[src/rtl/wb_hub_pkg.sv]
// Shared types and default parameters for the CPU-to-Wishbone hub.
package wb_hub_pkg;

  localparam int unsigned DEF_DW      = 8;
  localparam int unsigned DEF_AW      = 8;
  localparam int unsigned DEF_NSLV    = 4;
  localparam int unsigned DEF_SEL_LSB = 4;
  localparam int unsigned DEF_TIMEOUT = 255;

  typedef enum logic [1:0] {
    IDLE,
    STROBE,
    DONE
  } state_t;

endpackage

[src/rtl/wb_hub_rdmux.sv]
// Selects the addressed slave's read data and ack bit; out-of-range sel yields zeros.
module wb_hub_rdmux
  import wb_hub_pkg::*;
#(
  parameter int unsigned DW   = DEF_DW,
  parameter int unsigned NSLV = DEF_NSLV,
  parameter int unsigned SW   = DEF_AW - DEF_SEL_LSB
) (
  input  logic [NSLV*DW-1:0] wb_dati,
  input  logic [NSLV-1:0]    wb_acki,
  input  logic [SW-1:0]      sel,
  output logic [DW-1:0]      dat_c,
  output logic               ack_c
);

  always_comb begin
    dat_c = '0;
    ack_c = 1'b0;
    for (int i = 0; i < int'(NSLV); i++) begin
      if (sel == SW'(i)) begin
        dat_c = wb_dati[i*DW +: DW];
        ack_c = wb_acki[i];
      end
    end
  end

endmodule

[src/rtl/wb_hub.sv]
// CPU register port to NSLV Wishbone slaves: address decode, one-hot strobe,
// ack/timeout completion and a single rdy pulse per cs assertion.
module wb_hub
  import wb_hub_pkg::*;
#(
  parameter int unsigned DW      = DEF_DW,
  parameter int unsigned AW      = DEF_AW,
  parameter int unsigned NSLV    = DEF_NSLV,
  parameter int unsigned SEL_LSB = DEF_SEL_LSB,
  parameter int unsigned TIMEOUT = DEF_TIMEOUT
) (
  input  logic               clk,
  input  logic               rst,
  input  logic               cs,
  input  logic               we,
  input  logic [AW-1:0]      addr,
  input  logic [DW-1:0]      din,
  output logic [DW-1:0]      dout,
  output logic               rdy,
  output logic               err,
  output logic [NSLV-1:0]    wb_stbo,
  output logic [AW-1:0]      wb_adro,
  output logic               wb_rwo,
  output logic [DW-1:0]      wb_dato,
  input  logic [NSLV-1:0]    wb_acki,
  input  logic [NSLV*DW-1:0] wb_dati
);

  localparam int unsigned SW      = AW - SEL_LSB;
  localparam int unsigned CW      = (TIMEOUT > 0) ? $clog2(TIMEOUT + 1) : 1;
  localparam int unsigned TO_LAST = (TIMEOUT > 0) ? TIMEOUT - 1 : 0;

  state_t        state;
  logic [SW-1:0] sel;
  logic [SW-1:0] sel_in;
  logic          sel_ok_c;
  logic [CW-1:0] cnt;
  logic [DW-1:0] slv_dat_c;
  logic          slv_ack_c;

  assign sel_in   = addr[AW-1:SEL_LSB];
  assign sel_ok_c = (32'(sel_in) < NSLV);

  wb_hub_rdmux #(
    .DW   (DW),
    .NSLV (NSLV),
    .SW   (SW)
  ) u_rdmux (
    .wb_dati (wb_dati),
    .wb_acki (wb_acki),
    .sel     (sel),
    .dat_c   (slv_dat_c),
    .ack_c   (slv_ack_c)
  );

  // Ack is tested before the timeout so a coincident ack completes without error.
  always_ff @(posedge clk) begin
    if (rst) begin
      state   <= IDLE;
      sel     <= '0;
      cnt     <= '0;
      wb_stbo <= '0;
      wb_adro <= '0;
      wb_rwo  <= 1'b0;
      wb_dato <= '0;
      rdy     <= 1'b0;
      err     <= 1'b0;
      dout    <= '0;
    end else begin
      rdy <= 1'b0;
      err <= 1'b0;
      case (state)
        IDLE: begin
          if (cs) begin
            wb_adro <= addr;
            wb_dato <= din;
            wb_rwo  <= we;
            sel     <= sel_in;
            cnt     <= '0;
            if (sel_ok_c) begin
              wb_stbo <= NSLV'(1) << sel_in;
              state   <= STROBE;
            end else begin
              rdy   <= 1'b1;
              err   <= 1'b1;
              dout  <= '0;
              state <= DONE;
            end
          end
        end
        STROBE: begin
          if (slv_ack_c) begin
            wb_stbo <= '0;
            rdy     <= 1'b1;
            dout    <= slv_dat_c;
            state   <= DONE;
          end else if ((TIMEOUT != 0) && (cnt == CW'(TO_LAST))) begin
            wb_stbo <= '0;
            rdy     <= 1'b1;
            err     <= 1'b1;
            dout    <= '0;
            state   <= DONE;
          end else if (cnt != '1) begin
            cnt <= cnt + CW'(1);
          end
        end
        DONE: begin
          if (!cs) state <= IDLE;
        end
        default: state <= IDLE;
      endcase
    end
  end

endmodule

[config.mk]
export PLATFORM = sky130hd
export DESIGN_NAME = wb_hub
export DESIGN_NICKNAME = d
export VERILOG_FILES = /design/src/rtl/wb_hub_pkg.sv /design/src/rtl/wb_hub_rdmux.sv /design/src/rtl/wb_hub.sv
export SDC_FILE = /design/constraint.sdc
export NUM_CORES = 1
export LEC_CHECK = 0
export ABC_AREA = 1
export BUFFER_PORTS_ARGS = -buffer_cell sky130_fd_sc_hd__buf_2
export CORE_UTILIZATION = 25
export CTS_CLUSTER_SIZE = 8
export DETAILED_ROUTE_END_ITERATION = 7
export GPL_TIMING_DRIVEN = 0
export SYNTH_ARGS = -nofsm -noshare
export SYNTH_HDL_FRONTEND = slang
export SYNTH_SLANG_ARGS = --single-unit
[constraint.sdc]
create_clock -name clk -period 3 [get_ports clk]
set_input_delay 0.3 -clock clk [delete_from_list [all_inputs] [get_ports clk]]
set_output_delay 0.3 -clock clk [all_outputs]
set_load 0.02 [all_outputs]
# [Word level (Yosys, flattened, before mapping)]
# Cells that the tools add are included.
[op_classes] add_sub_neg=1 order_cmp=1 n_eq_ne=15 shift=1 n_mux=36 n_reduce_logical=8
[ops] op="$mux W8" n=12
[ops] op="$pmux W8 S2" n=2
[ops] op="$mux W4" n=4
[ops] op="$ne A2 B2 Y1 const B" n=7
[ops] op="$mux W2" n=5
[ops] op="$mux W1" n=9
[ops] op="$add A8 B1 Y8 const B" n=1
[ops] op="$eq A4 B2 Y1 const B" n=2
[ops] op="$eq A8 B8 Y1 const B" n=1
[ops] op="$ne A8 B8 Y1 const B" n=1
[ops] op="$pmux W4 S2" n=1
[ops] op="$reduce_and A4 Y1" n=2
[ops] op="$pmux W2 S3" n=1
[ops] op="$reduce_and A5 Y1" n=1
[ops] op="$eq A4 B1 Y1 const B" n=1
[ops] op="$logic_not A4 Y1" n=1
[ops] op="$lt A4 B3 Y1 const B" n=1
[ops] op="$pmux W1 S2" n=2
[ops] op="$shl A1 B4 Y4 const A" n=1
[ops] op="$ne A3 B3 Y1 const B" n=1
[ops] op="$reduce_and A3 Y1" n=1
[ops] op="$eq A2 B1 Y1 const B" n=1
[ops] op="$eq A2 B2 Y1 const B" n=1
[ops] op="$logic_not A2 Y1" n=1
[ops] op="2 further kinds" n=2
[word_totals] reg_bits=45 input_bits=56 out_inout_bits=31 elab_cells=72

# [Depth between registers and ports, before layout]
[depth] word_depth=7 ltp_mapped=11 mapped_depth_nobuf=11

# [Hierarchy]
# A second synthesis with hierarchy kept.
[hier_totals] hier_cells=303 area_unflattened_um2=2112.0
[modules_own_cells] module="wb_hub" n_inst=1 cells_per_inst=247 area_per_inst_um2=1815.5 seq_area_each_um2=820.8
[modules_own_cells] module="wb_hub_rdmux" n_inst=1 cells_per_inst=56 area_per_inst_um2=296.5 seq_area_each_um2=0.0

# [Worst setup path before layout]
# OpenSTA, ideal clock, no wires.
[synth_timing] path_kind="flip-flop to flip-flop" start="register wb_adro[5] (netlist name)" end="register cnt[6]" setup_time_ns=0.115 arrival_time_ns=1.483 t_required_ns=2.885 setup_slack_ns=1.402 stages_incl_launch_ff=11 path_buffers=1 synth_period_minus_slack_ns=1.598 cell_sequence="dfxtp_1 -> nand2_1 -> inv_2 -> nand3_1 -> nand2_1 -> inv_2 -> nand2_2 -> nand2_2 -> buf_2 -> a21oi_1 -> nor2_1"
[synth_lines] item="end signal: assignment" line_no="wb_hub.sv:104" text="cnt <= cnt + CW'(1);"
[synth_lines] item="end: declaration" line_no="wb_hub.sv:37" text="logic [CW-1:0] cnt;"

# [Worst setup path after layout]
[layout_timing] start="register cnt[0]" end="register cnt[6]"
[layout_between] elab_chain_len=5 word_cells_on_any_way=10 cone_classes="add/sub (1); eq/ne (4); mux (4); reduce/logical (1)"
[layout_lines] item="$add A8 B1 Y8" line_no="wb_hub.sv:104"
[layout_lines] item="$mux W8" line_no="wb_hub.sv:103" text="end else if (cnt != '1) begin"
[layout_lines] item="$mux W8" line_no="wb_hub.sv:97" text="end else if ((TIMEOUT != 0) && (cnt == CW'(TO_LAST))) begin"
[layout_lines] item="$mux W8" line_no="wb_hub.sv:92" text="if (slv_ack_c) begin"
[layout_lines] item="$pmux W8 S2" line_no="wb_hub.sv:72" text="case (state)"
# Several ways; a longest one is shown, not always the timed one. The select of a mux whose other input is x is not followed.
# A chain may end at the register's enable or synchronous reset.

==> reports/results.tsv <==
stage	metric	value	unit
layout	Fill cells	924	
sta	final count of hold timing violations	0	
sta	clock skew	0.0114	ns
detailed_routing	DRC viols	0	
die	die area	9130	um2
synth	syn_nets	393	
grt	grt ovf	0	
sta	Slew @ Worst Pin	0.526	ns
setup_path	FF-to-FF path depth	9	
clocking	Sink Count	41	
grt	largest net degree at the start of global routing	15	
die	die height	95.5	um
layout	fin util	34.0	%
flow_run	maxcap violations	0	
detailed_routing	vias	2407	
sta	Pins Over Slew Limit	0	
clocking	maximum root-to-sink buffer count	2	
detailed_routing	final antenna-violating net count	0	
sta	Hold WS	0.214	ns
pwr	maximum VDD drop	230	uV
detailed_routing	Via density	4.51	
die	io pins	87	
grt	initial antenna violation count	0	
setup_path	Reg2Reg Launch Point	cnt[0]	
sta	minimum clock period	1.75	ns
layout	share of cells above drive strength 1	27.5	%
setup_path	crit path from	cnt[0]	
setup_path	crit-path max FO	10	
die	Die W	95.5	um
synth	Yosys warnings	0	
synth	synthesized instance count	335	
clocking	Clock Latency Late Sink	0.30	ns
die	Initial Util	26.2	%
sta	Setup TNS	0	ns
grt	vias in the first global route	2339	
clocking	# hold bufs at CTS	0	
detailed_routing	initial drt markers	100	
placement	IO buf count	86	
min_path	Hold Startpoint	addr[0]	
synth	post-synthesis instance area	2190	um2
sta	RSZ-0062 raised after global routing	no	
sta	share of the clock period used by the worst path	58.5	%
setup_path	Reg2Reg Setup Slack	1.25	ns
die	row count	33	
synth	Yosys cell types	25	
setup_path	critical path class	register to register	
clocking	Post-CTS Resized	0	
grt	gr usage total	14.7	%
min_path	Worst Hold End	wb_adro[0]	
clocking	Worst-path clk slew	0.09	ns
setup_path	Worst Path Required	3.19	ns
clocking	H-tree depth	2	
synth	register area share after synthesis	37.5	%
sta	Final setup viols	0	
detailed_routing	drt pass-1 iters	4	
die	CORE AREA	8340	um2
setup_path	Worst Setup Start Kind	register	
detailed_routing	post-DR wirelength/cell	11.9	um
layout	nets	486	
placement	GPL Wtd Cong	0.848	
placement	HPWL after DPL	4850	um
clocking	CTS root buf	clkbuf_8	
layout	Antenna diodes	0	
clocking	post-CTS setup buffer count	0	
sta	highest clock rate	0.570	GHz
min_path	Hold Path Depth	3	
sta	Max-slew headroom	64.9	%
layout	multi-input combinational cell area	1160	um2
pwr	Pwr Density	460	nW/um2
setup_path	CP Capture Type	register	
layout	area grow syn2layout	29.8	%
grt	global-route wire length before repair	10600	um
clocking	Num CTS Buffers	5	
layout	sequential cell area	821	um2
synth	Avg Cell Area, Syn	6.53	um2
outcome	status	finished clean	
setup_path	Reg-to-Reg End	cnt[6]	
min_path	worst hold path class	primary input to register	
clocking	TritonCTS clock tree	built	
synth	#FFs+latches synth	41	
pwr	Leak Pwr	1.40	nW
setup_path	WP data arrival	1.95	ns
detailed_routing	Routed WL	6360	um
placed cells by master, fill, tap and decap left out, types with 5 or more instances in the layout:
cell      count
nand2_1      56
inv_2         8
dfxtp_1      41
clkbuf_1      6
inv_1        31
clkbuf_8      5
nand3_1      54
o21ai_0      19
nand3b_1     14
buf_2        90
nor2_1       54
a21oi_1      23
worst max path at each step:
stage                  to  cells after the start
5_1_grt           dout[1]                      8
6_report           cnt[6]                      9
3_3_place_gp   wb_stbo[1]                      9
3_5_place_dp      dout[3]                      7
2_1_floorplan      cnt[6]                     10
4_1_cts           dout[6]                      8
worst max-delay path, cell delays in order, from the launching register on:
cell and delay [ns]:
dfxtp_1 0.38, inv_1 0.08, ha_1 0.20, o21ai_0 0.15, nor2_1 0.07, nor3_1 0.26
buf_2 0.29, nand3_1 0.10, nand2_1 0.07, nor2_1 0.05
flip-flops by register name, summed over array words and instances (netlist names):
name     cells
wb_dato      8
dout         8
err          1
wb_rwo       1
wb_stbo      4
cnt          8
wb_adro      8
rdy          1
state        2
synthesized netlist by cell type:
cell type	n	area (um2)
nand2_1	56	210
nand3_1	54	270
nor2_1	54	203
dfxtp_1	41	821
inv_1	31	116
a21oi_1	23	115
o21ai_0	19	95.1
nand3b_1	14	105
inv_2	8	30.0
clkbuf_1	6	22.5
buf_2	4	20.0
nand2_2	4	25.0
nor2_2	4	25.0
nor3_1	3	15.0
ha_1	2	25.0
nor3b_1	2	15.0
o21ai_1	2	10.0
buf_1	1	3.75
buf_6	1	11.3
nand3_2	1	10.0
nand4_1	1	6.26
nor2_4	1	11.3
o21bai_1	1	7.51
o31ai_1	1	7.51
or2_2	1	6.26
cell families after synthesis:
kind of cell	after synthesis	share of synthesized area (%)
compound gates	46	10.8
fa+ha+maj	2	1.14
buf+inv	51	9.32
flops	41	37.5
simple gates	195	41.2
final cells by class:
class | instances | area share (%)
timing repair buffer | 86 | 15.2
multi-input combinational | 243 | 40.9
buffer | 12 | 2.03
clock inverter | 3 | 0.749
tap | 105 | 4.63
clock buffer | 5 | 2.42
sequential | 41 | 28.9
inverter | 39 | 5.16
report_power, final:
part           total [W]  internal (W)  leakage [nW]  switching, W
combinational   0.000322      0.000114          1.02      0.000209
sequential      0.000607      0.000581         0.336     0.0000261
clock           0.000375      0.000165        0.0445      0.000210
layer usage:
layer | up-vias | global-route usage [%] | part of all wire [%]
met4 | 0 | 2.61 | 0.57
met2 | 70 | 25.2 | 46
met1 | 1065 | 18.6 | 46
li1 | 1268 | - | -
met5 | - | 0 | 0
met3 | 4 | 3.91 | 7.3
per-stage QoR:
stage	std cells	total power, W	worst slack (ns)	instance area, um2
2_1_floorplan	335	0.000824	1.40	2190
3_3_place_gp	526	0.000937	1.29	2750
3_5_place_dp	526	0.000944	1.25	2750
4_1_cts	534	0.00132	1.22	2840
5_1_grt	534	0.00138	1.00	2840
6_report	534	0.00130	1.25	2840
No activity file was read; power rests on OpenSTA's default activity.
